`src/rtl/key_filter_pkg.sv`:
```
// Shared definitions for the key debouncer: FSM encoding, key level constants and a
// small sizing helper.
package key_filter_pkg;

  // Debouncer FSM states.
  typedef enum logic [1:0] {
    StIdle   = 2'd0,  // released, stable
    StFiltDn = 2'd1,  // press seen, filtering
    StDown   = 2'd2,  // pressed, stable
    StFiltUp = 2'd3   // release seen, filtering
  } key_st_e;

  // The button pulls the pin low when pressed.
  localparam logic KEY_PRESSED  = 1'b0;
  localparam logic KEY_RELEASED = 1'b1;

  // Largest of three counts, used to size the shared counter width.
  function automatic int unsigned max3(int unsigned a, int unsigned b, int unsigned c);
    int unsigned m;
    m = (a > b) ? a : b;
    return (m > c) ? m : c;
  endfunction

endpackage

```
`src/rtl/key_sync.sv`:
```
// Three-flop input synchronizer for the raw key pin with edge detection on the
// settled copies. All flops reset to the released level so that a key held down
// through reset is seen as a fresh falling edge once reset is released.
module key_sync (
  input  logic clk,
  input  logic rst_n,
  input  logic key_i,
  output logic fall_o,
  output logic rise_o
);

  logic s1_q, s2_q, s3_q;

  // Shift the pin through the synchronizer chain.
  always_ff @(posedge clk) begin
    if (!rst_n) begin
      s1_q <= 1'b1;
      s2_q <= 1'b1;
      s3_q <= 1'b1;
    end else begin
      s1_q <= key_i;
      s2_q <= s1_q;
      s3_q <= s2_q;
    end
  end

  assign fall_o = s3_q & ~s2_q;
  assign rise_o = ~s3_q & s2_q;

endmodule

```
`src/rtl/key_filter.sv`:
```
// Debouncer for one active-low push-button. key_flag strobes for one cycle on each
// accepted press or release; key_state holds the debounced level (0 = pressed).
// Optional build macro KEY_FILTER_AUTO_REPEAT_EN adds hold-to-repeat strobes while
// the key stays pressed.
module key_filter
  import key_filter_pkg::*;
#(
  parameter int unsigned DEBOUNCE_CYC      = 1000000,
  parameter int unsigned REPEAT_DELAY_CYC  = 25000000,
  parameter int unsigned REPEAT_PERIOD_CYC = 5000000
) (
  input  logic clk,
  input  logic rst_n,
  input  logic key_in,
  output logic key_flag,
  output logic key_state
);

`ifdef KEY_FILTER_AUTO_REPEAT_EN
  localparam int unsigned CntMax = max3(DEBOUNCE_CYC, REPEAT_DELAY_CYC, REPEAT_PERIOD_CYC);
`else
  localparam int unsigned CntMax = DEBOUNCE_CYC;
`endif
  localparam int unsigned CntW = (CntMax > 1) ? $clog2(CntMax) : 1;

  localparam logic [CntW-1:0] DebLast = CntW'(DEBOUNCE_CYC - 1);
  localparam logic [CntW-1:0] CntSat  = {CntW{1'b1}};

  // Counters stop at all-ones rather than wrapping.
  function automatic logic [CntW-1:0] sat_inc(logic [CntW-1:0] v);
    return (v == CntSat) ? v : v + 1'b1;
  endfunction

  logic fall, rise;

  key_sync u_sync (
    .clk    (clk),
    .rst_n  (rst_n),
    .key_i  (key_in),
    .fall_o (fall),
    .rise_o (rise)
  );

  key_st_e         state_q, state_d;
  logic [CntW-1:0] cnt_q, cnt_d;
  logic            flag_q, flag_d;
  logic            level_q, level_d;

`ifdef KEY_FILTER_AUTO_REPEAT_EN
  localparam logic [CntW-1:0] DelayLast  = CntW'(REPEAT_DELAY_CYC - 1);
  localparam logic [CntW-1:0] PeriodLast = CntW'(REPEAT_PERIOD_CYC - 1);

  // hold_q counts cycles spent in DOWN; rep_q marks that the first repeat has fired.
  logic [CntW-1:0] hold_q, hold_d;
  logic            rep_q, rep_d;
`else
  logic rpt_unused;
  assign rpt_unused = ^{REPEAT_DELAY_CYC, REPEAT_PERIOD_CYC};
`endif

  // Next-state, counter and strobe decode.
  always_comb begin
    state_d = state_q;
    cnt_d   = cnt_q;
    flag_d  = 1'b0;
    level_d = level_q;
`ifdef KEY_FILTER_AUTO_REPEAT_EN
    hold_d  = hold_q;
    rep_d   = rep_q;
`endif
    unique case (state_q)
      StIdle: begin
        if (fall) begin
          state_d = StFiltDn;
          cnt_d   = '0;
        end
      end
      StFiltDn: begin
        // A rise coinciding with the terminal count still rejects the press.
        if (rise) begin
          state_d = StIdle;
        end else if (cnt_q == DebLast) begin
          state_d = StDown;
          flag_d  = 1'b1;
          level_d = KEY_PRESSED;
`ifdef KEY_FILTER_AUTO_REPEAT_EN
          hold_d  = '0;
          rep_d   = 1'b0;
`endif
        end else begin
          cnt_d = sat_inc(cnt_q);
        end
      end
      StDown: begin
        if (rise) begin
          state_d = StFiltUp;
          cnt_d   = '0;
`ifdef KEY_FILTER_AUTO_REPEAT_EN
        end else if (hold_q == (rep_q ? PeriodLast : DelayLast)) begin
          flag_d = 1'b1;
          hold_d = '0;
          rep_d  = 1'b1;
        end else begin
          hold_d = sat_inc(hold_q);
`endif
        end
      end
      StFiltUp: begin
        // Hold count is frozen here so a bounce back to DOWN resumes the repeat cadence.
        if (fall) begin
          state_d = StDown;
        end else if (cnt_q == DebLast) begin
          state_d = StIdle;
          flag_d  = 1'b1;
          level_d = KEY_RELEASED;
`ifdef KEY_FILTER_AUTO_REPEAT_EN
          hold_d  = '0;
          rep_d   = 1'b0;
`endif
        end else begin
          cnt_d = sat_inc(cnt_q);
        end
      end
      default: begin
        state_d = StIdle;
      end
    endcase
  end

  // State, counter and output registers with synchronous active-low reset.
  always_ff @(posedge clk) begin
    if (!rst_n) begin
      state_q <= StIdle;
      cnt_q   <= '0;
      flag_q  <= 1'b0;
      level_q <= KEY_RELEASED;
    end else begin
      state_q <= state_d;
      cnt_q   <= cnt_d;
      flag_q  <= flag_d;
      level_q <= level_d;
    end
  end

`ifdef KEY_FILTER_AUTO_REPEAT_EN
  // Auto-repeat hold counter registers.
  always_ff @(posedge clk) begin
    if (!rst_n) begin
      hold_q <= '0;
      rep_q  <= 1'b0;
    end else begin
      hold_q <= hold_d;
      rep_q  <= rep_d;
    end
  end
`endif

  assign key_flag  = flag_q;
  assign key_state = level_q;

endmodule
```
`config.mk`:
```
export PLATFORM = sky130hd
export DESIGN_NAME = key_filter
export DESIGN_NICKNAME = d
export VERILOG_FILES = /design/src/rtl/key_filter_pkg.sv /design/src/rtl/key_sync.sv /design/src/rtl/key_filter.sv
export SDC_FILE = /design/constraint.sdc
export NUM_CORES = 1
export LEC_CHECK = 0
export BUFFER_PORTS_ARGS = -buffer_cell sky130_fd_sc_hd__buf_2
export CORE_MARGIN = 2
export CORE_UTILIZATION = 60
export DETAILED_ROUTE_END_ITERATION = 8
export PLACE_DENSITY = 0.77
export SLEW_MARGIN = 20
export SYNTH_ARGS = -nofsm -noshare
export SYNTH_HDL_FRONTEND = slang
export SYNTH_HIERARCHICAL = 1
export SYNTH_SLANG_ARGS = --single-unit
```
`constraint.sdc`:
```
create_clock -name clk -period 5.8 [get_ports clk]
set_input_delay 0.58 -clock clk [delete_from_list [all_inputs] [get_ports clk]]
set_output_delay 0.58 -clock clk [all_outputs]
set_load 0.1 [all_outputs]
```
==> results of run 1 <==
==> report_power, final <==
group	switching (mW)	internal (mW)
Clock	0.0590	0.0282
Combinational	0.0141	0.00702
Sequential	0.00306	0.187
==> metrics by stage <==
step	area, µm²	worst slack (ns)	std cells	hold slack [ns]
finish	1630	3.09	220	0.404
global route	1630	2.83	220	0.419
CTS	1630	3.17	220	0.403
detailed placement	1600	3.21	216	0.408
global placement	1600	3.27	216	0.402
floorplan	1580	3.81	191	0.386
==> how the worst max path moves through the flow <==
stage                     startpoint    endpoint  depth (start not counted)
after floorplan             cnt_q[0]  state_q[1]                          6
after global placement    state_q[0]    cnt_q[8]                          6
after detailed placement  state_q[0]    cnt_q[4]                          4
after CTS                 state_q[0]    cnt_q[4]                          4
after global routing      state_q[0]    cnt_q[4]                          4
final                     state_q[0]    cnt_q[4]                          4
==> logic make-up after synthesis <==
group / after synthesis / synth area share, %
AND/OR/NAND/NOR: 93 / 34.6
adder cells (fa/ha/maj): 1 / 0.794
multiplexers: 5 / 3.26
AO/OA/AOI/OAI: 52 / 23.8
buffers and inverters: 13 / 3.26
flip-flops: 27 / 34.3
==> placed cells by master (no fill, tap or decap), drive strengths merged, types with 2 or more instances in the layout <==
master	n
o31ai	5
inv	3
a211oi	2
clkbuf	3
nand4b	5
nand3b	2
o21a	8
nor2b	2
nand2b	4
o21ai	5
and4	3
nand2	22
or3	4
dfxtp	27
and2	4
and3	5
a21boi	10
nor3	3
a31oi	2
nand3	11
buf	5
o22ai	2
a41oi	3
or4	2
nor4	8
nand4	11
a21oi	7
nor2	4
mux2i	4
==> per-layer routing <==
metal	wire length, µm	vias up
li1	-	740
met1	1650	707
met2	1650	41
met3	177	5
met4	44	0
met5	0	-
==> flip-flops by register name (all words and copies together) (netlist names) <==
register and flops:
cnt_q 20, state_q 2, key_flag 1, key_state 1
u_sync/s1_q 1, u_sync/s2_q 1, u_sync/s3_q 1
==> area by class of cell <==
type	instances	area share, %
Sequential cell	27	33.1
Clock buffer	3	1.38
Clock inverter	1	0.537
Tap cell	30	2.30
Timing Repair Buffer	5	1.69
Inverter	3	0.690
Multi-Input combinational cell	151	60.3
==> worst reg2reg max path: stages, from the launching register on <==
cell      delay, ns
dfxtp_1        0.85
clkinv_1       0.45
a211oi_2       0.82
nor2_1         0.26
o221ai_1       0.26
==> impl_metrics.toml, run 1 <==
[yosys]
ys_dominant_reg_cell = "dfxtp_1"
syn_area_per_cell_um2 = 8.25
yosysMostFrequentCell = "dfxtp_1"
netlist_top_cells_area = "dfxtp_1 34%, nand2_1 5.2%, nand4_1 4.4%"
ys_seq_area_share_pct = 34.3
synthArstFlopShare_pct = 0
synthDominantCellAreaShare_pct = 34.3
synth_cell_type_count = 48
synth.net_count = 195
synth_area_um2 = 1580
synth-edff-count = 0
synthCells = 191
synthTopCellsByCount = "27 x dfxtp_1, 22 x nand2_1, 11 x nand4_1"
yosys_warnings = 6
synth.ff_latch_count = 27
yosys.area.top_type = "dfxtp_1"

[drt]
drcViolationCount = 0
wire_per_inst_um = 16.0
via_per_inst = 6.79
vias = 1493
ant_nets = 0
detail_route.iter0.violations = 60
drt-pass1-iter-count = 4
drt-total-wl_um = 3520

[cells_and_area]
nFillCells = 214
drive_above_1_share_pct = 7.89
multiInputGateArea_um2 = 983
nNetsFinal = 195
seqCellArea_um2 = 541
diodes = 0
post-route-util_pct = 65.9
syn_to_final_growth_pct = 3.57

[timing]
rsz0062_at_grt = "false"
clock_skew_ns = 0.0153
hold_violations = 0
slew_headroom_pct = 38.9
finalSetupViolCount = 0
maxSlewViolCount = 0
finalCritPeriodShare_pct = 46.7
finalSetupTns_ns = 0
max_slew.worst_pin.slew_ns = 0.915
max_freq_ghz = 0.369
fin_crit_ns = 2.71

[global_route]
grt_pass1_vias = 1298
antenna_found_initial = 0
met3_usage_pct = 2.11
grt_pass1_wl_um = 6090
met2_usage_pct = 37.4
grt_util_all_layers_pct = 24.3
grt.busiest_layer = "met2"
grt.overflow.total = 0
use_met1_pct = 35.1
grt_max_degree = 40

[power]
cellPowerDensity_nw_per_um2 = 183
p_leak_nw = 0.522
total_power_mw = 0.299
worst_ir_drop_vdd_mv = 0.153

[floorplanning]
die_h_um = 55.2
core_region_area_um2 = 2480
die_area_um2 = 3050
placementRows = 18
start_util_pct = 63.6
num_io_pins = 5
die_x_um = 55.2

[hold_path]
hold_path_class = "in2reg"
whs_endpoint = "u_sync/s1_q"
holdCritStartpoint = "key_in"
whs_path_depth = 2

[clocking]
post_cts_buffers = 0
cts_buffer_depth = 2
ctsHoldBuffers = 0
cts_root_buffer = "clkbuf_4"
cts_max_level = 1
worst_skew_pair.late_latency_ns = 0.34
path_clk_slew_ns = 0.16
clock_sinks = 27
cts_tree = "yes"
cts_made_buffers = 3
cts_resized = 0

[worst_setup_path]
worst_ep_arrival_time_ns = 2.98
rrSetupSlack_ns = 3.09
start_kind = "register"
max_stage_delay_ns = 0.85
crit_family = "compound AO/OA/AOI/OAI gates"
worstPathRequired_ns = 6.07
crit_chain = "clkinv_1 -> a211oi_2 -> nor2_1 -> o221ai_1"
critPathMaxFanout = 22
endpoint_kind = "register"
reg2reg_to = "cnt_q[4]"
r2r-start = "state_q[0]"
cp_num_buf_inv = 1
crit_slowest_cell = "dfxtp_1"
reg2reg_depth = 4
criticalPathCategory = "reg2reg"

[placed_design]
port_buffers = 4
place.gp.congestion = 0.883
hpwl_um = 2440

[job]
maxCapViolations = 0

[outcome]
status = "complete, no violations"
Power figures use the tool's default switching activity.
==> run 2: changes to the inputs <==
ABC_AREA = 1   (was not set)
CORE_UTILIZATION = 55   (was 60)
PLACE_DENSITY = 0.75   (was 0.77)
clock period = 2.44 ns   (was 5.8 ns; I/O delays follow)
==> run 2 against run 1 <==
  * Sequential share of layout area fell by 3.3 points
  * Synthesized cell count rose by 52%
  * Clock skew fell by 0.013 ns
==> impl_metrics.toml, run 2 <==
[job]
maxCapViolations = 0

[outcome]
status = "complete, no violations"

[yosys]
synthDominantCellAreaShare_pct = 31.1
yosys_warnings = 6
synth_area_um2 = 1740
yosysMostFrequentCell = "nand2_1"
netlist_top_cells_area = "dfxtp_1 31%, nand2_1 19%, nand3_1 10%"
ys_dominant_reg_cell = "dfxtp_1"
synth-edff-count = 0
syn_area_per_cell_um2 = 5.98
synth.ff_latch_count = 27
synthArstFlopShare_pct = 0
synth.net_count = 294
synthCells = 290
synth_cell_type_count = 30
ys_seq_area_share_pct = 31.1
synthTopCellsByCount = "89 x nand2_1, 46 x inv_1, 38 x nor2_1"
yosys.area.top_type = "dfxtp_1"

[placed_design]
placed_area_um2 = 1780
hpwl_um = 2800
port_buffers = 4
place.gp.congestion = 0.862

[clocking]
cts_resized = 0
post_cts_buffers = 0
cts_max_level = 1
clock_sinks = 27
cts_root_buffer = "clkbuf_4"
ctsHoldBuffers = 0
path_clk_slew_ns = 0.14
cts_made_buffers = 3
cts_buffer_depth = 2
cts_tree = "yes"
worst_skew_pair.late_latency_ns = 0.33

[worst_setup_path]
critPathMaxFanout = 19
worst_ep_arrival_time_ns = 2.14
start_kind = "register"
criticalPathCategory = "reg2reg"
endpoint_kind = "register"
worstPathRequired_ns = 2.73

[timing]
clock_skew_ns = 0.00243
finalSetupTns_ns = 0
rsz0062_at_grt = "false"
maxSlewViolCount = 0
fin_crit_ns = 1.85
finalCritPeriodShare_pct = 75.9
max_slew.worst_pin.slew_ns = 0.483
max_freq_ghz = 0.540
finalSetupViolCount = 0
hold_violations = 0
slew_headroom_pct = 68.0
hold-worst-slack_ns = 0.0751

[power]
cellPowerDensity_nw_per_um2 = 507
worst_ir_drop_vdd_mv = 0.382
p_leak_nw = 0.871

[drt]
vias = 1684
top_layer_used = "met4"
wire_per_inst_um = 10.9
drt-total-wl_um = 3690
wl_met2_um = 1570
met3_length_um = 172
ant_nets = 0
via_per_inst = 4.97
drt-met1-wl_um = 1890
drt-pass1-iter-count = 4
drcViolationCount = 0
detail_route.iter0.violations = 128

[global_route]
grt_util_all_layers_pct = 25.0
antenna_found_initial = 0
grt_pass1_vias = 1567
grt_pass1_wl_um = 6960
grt.overflow.total = 0
grt_max_degree = 20

[cells_and_area]
multiInputGateArea_um2 = 970
post-route-util_pct = 59.8
largest_register_ffs = 20
largest_register = "cnt_q"
syn_to_final_growth_pct = 4.33
design_area_um2 = 1810
seqCellArea_um2 = 541
mostFrequentLayoutCells = "89 x nand2_1, 46 x inv_1, 38 x nor2_1"
nNetsFinal = 300
final_common_cell = "nand2_1"
diodes = 0
drive_above_1_share_pct = 7.12
reg.largest.list = "cnt_q x20, state_q x2"
nFillCells = 306

[floorplanning]
die_area_um2 = 3620
die_x_um = 60.2
placementRows = 20
num_io_pins = 5
die_h_um = 60.2
start_util_pct = 57.3
core_region_area_um2 = 3030

[hold_path]
hold_path_class = "in2reg"
run 2: logic make-up (layout without fill, tap and decap cells):
family,Yosys count,in the layout,synth area share (%)
adders and majority gates,1,1,0.721
buffers and inverters,53,58,13.0
DFF,27,27,31.1
AOI/OAI and AO/OA,26,26,8.22
and+or+nand+nor,182,182,46.4
xor gates and xnor gates,1,1,0.505
run 2: routing by layer:
metal | GRT usage, % | vias to the layer above
met5 | 0 | -
met4 | 7.94 | 0
met3 | 1.95 | 5
met2 | 38.5 | 38
met1 | 36.7 | 728
li1 | - | 913
run 2: through the flow:
step / power, mW / setup WS (ns) / cells
5_1_grt: 0.985 / 0.388 / 339
6_report: 0.918 / 0.587 / 339
2_1_floorplan: 0.697 / 0.899 / 290
3_3_place_gp: 0.731 / 0.648 / 335
4_1_cts: 0.933 / 0.587 / 339
3_5_place_dp: 0.733 / 0.624 / 335
run 2: final timing paths:
path	startpoint	endpoint	slack, ns	cells after the start
min reg2reg	u_sync/s1_q	u_sync/s2_q	0.43	2
max	cnt_q[4]	cnt_q[16]	0.59	12
min	key_in	u_sync/s1_q	0.08	3
max reg2reg	cnt_q[4]	cnt_q[16]	0.59	12
run 2: worst max-delay path, cell delays in order (launching register included):
cell and delay (ns):
dfxtp_1 0.48, nand2_1 0.17, inv_1 0.08, nand2_1 0.05
nor2_1 0.17, nand2_1 0.09, nand2_2 0.09, nand2_4 0.14
nand2_4 0.18, nand2_2 0.16, nand2_1 0.10, nand2_1 0.05
inv_1 0.04
run 2: final cells by class:
cell class	instances	area share (%)
multi-input combinational	210	53.6
sequential	27	29.9
inverter	48	10.1
timing repair buffer	6	1.94
clock buffer	3	1.24
clock inverter	1	0.276
tap	44	3.04
run 2: where the power goes:
| group | leakage, nW | total [mW] | switching (mW) | internal, mW |
|---|---|---|---|---|
| logic | 0.633 | 0.210 | 0.137 | 0.0735 |
| registers | 0.220 | 0.514 | 0.0421 | 0.472 |
| clock network | 0.0177 | 0.193 | 0.132 | 0.0616 |
| total | 0.871 | 0.918 | 0.310 | 0.607 |
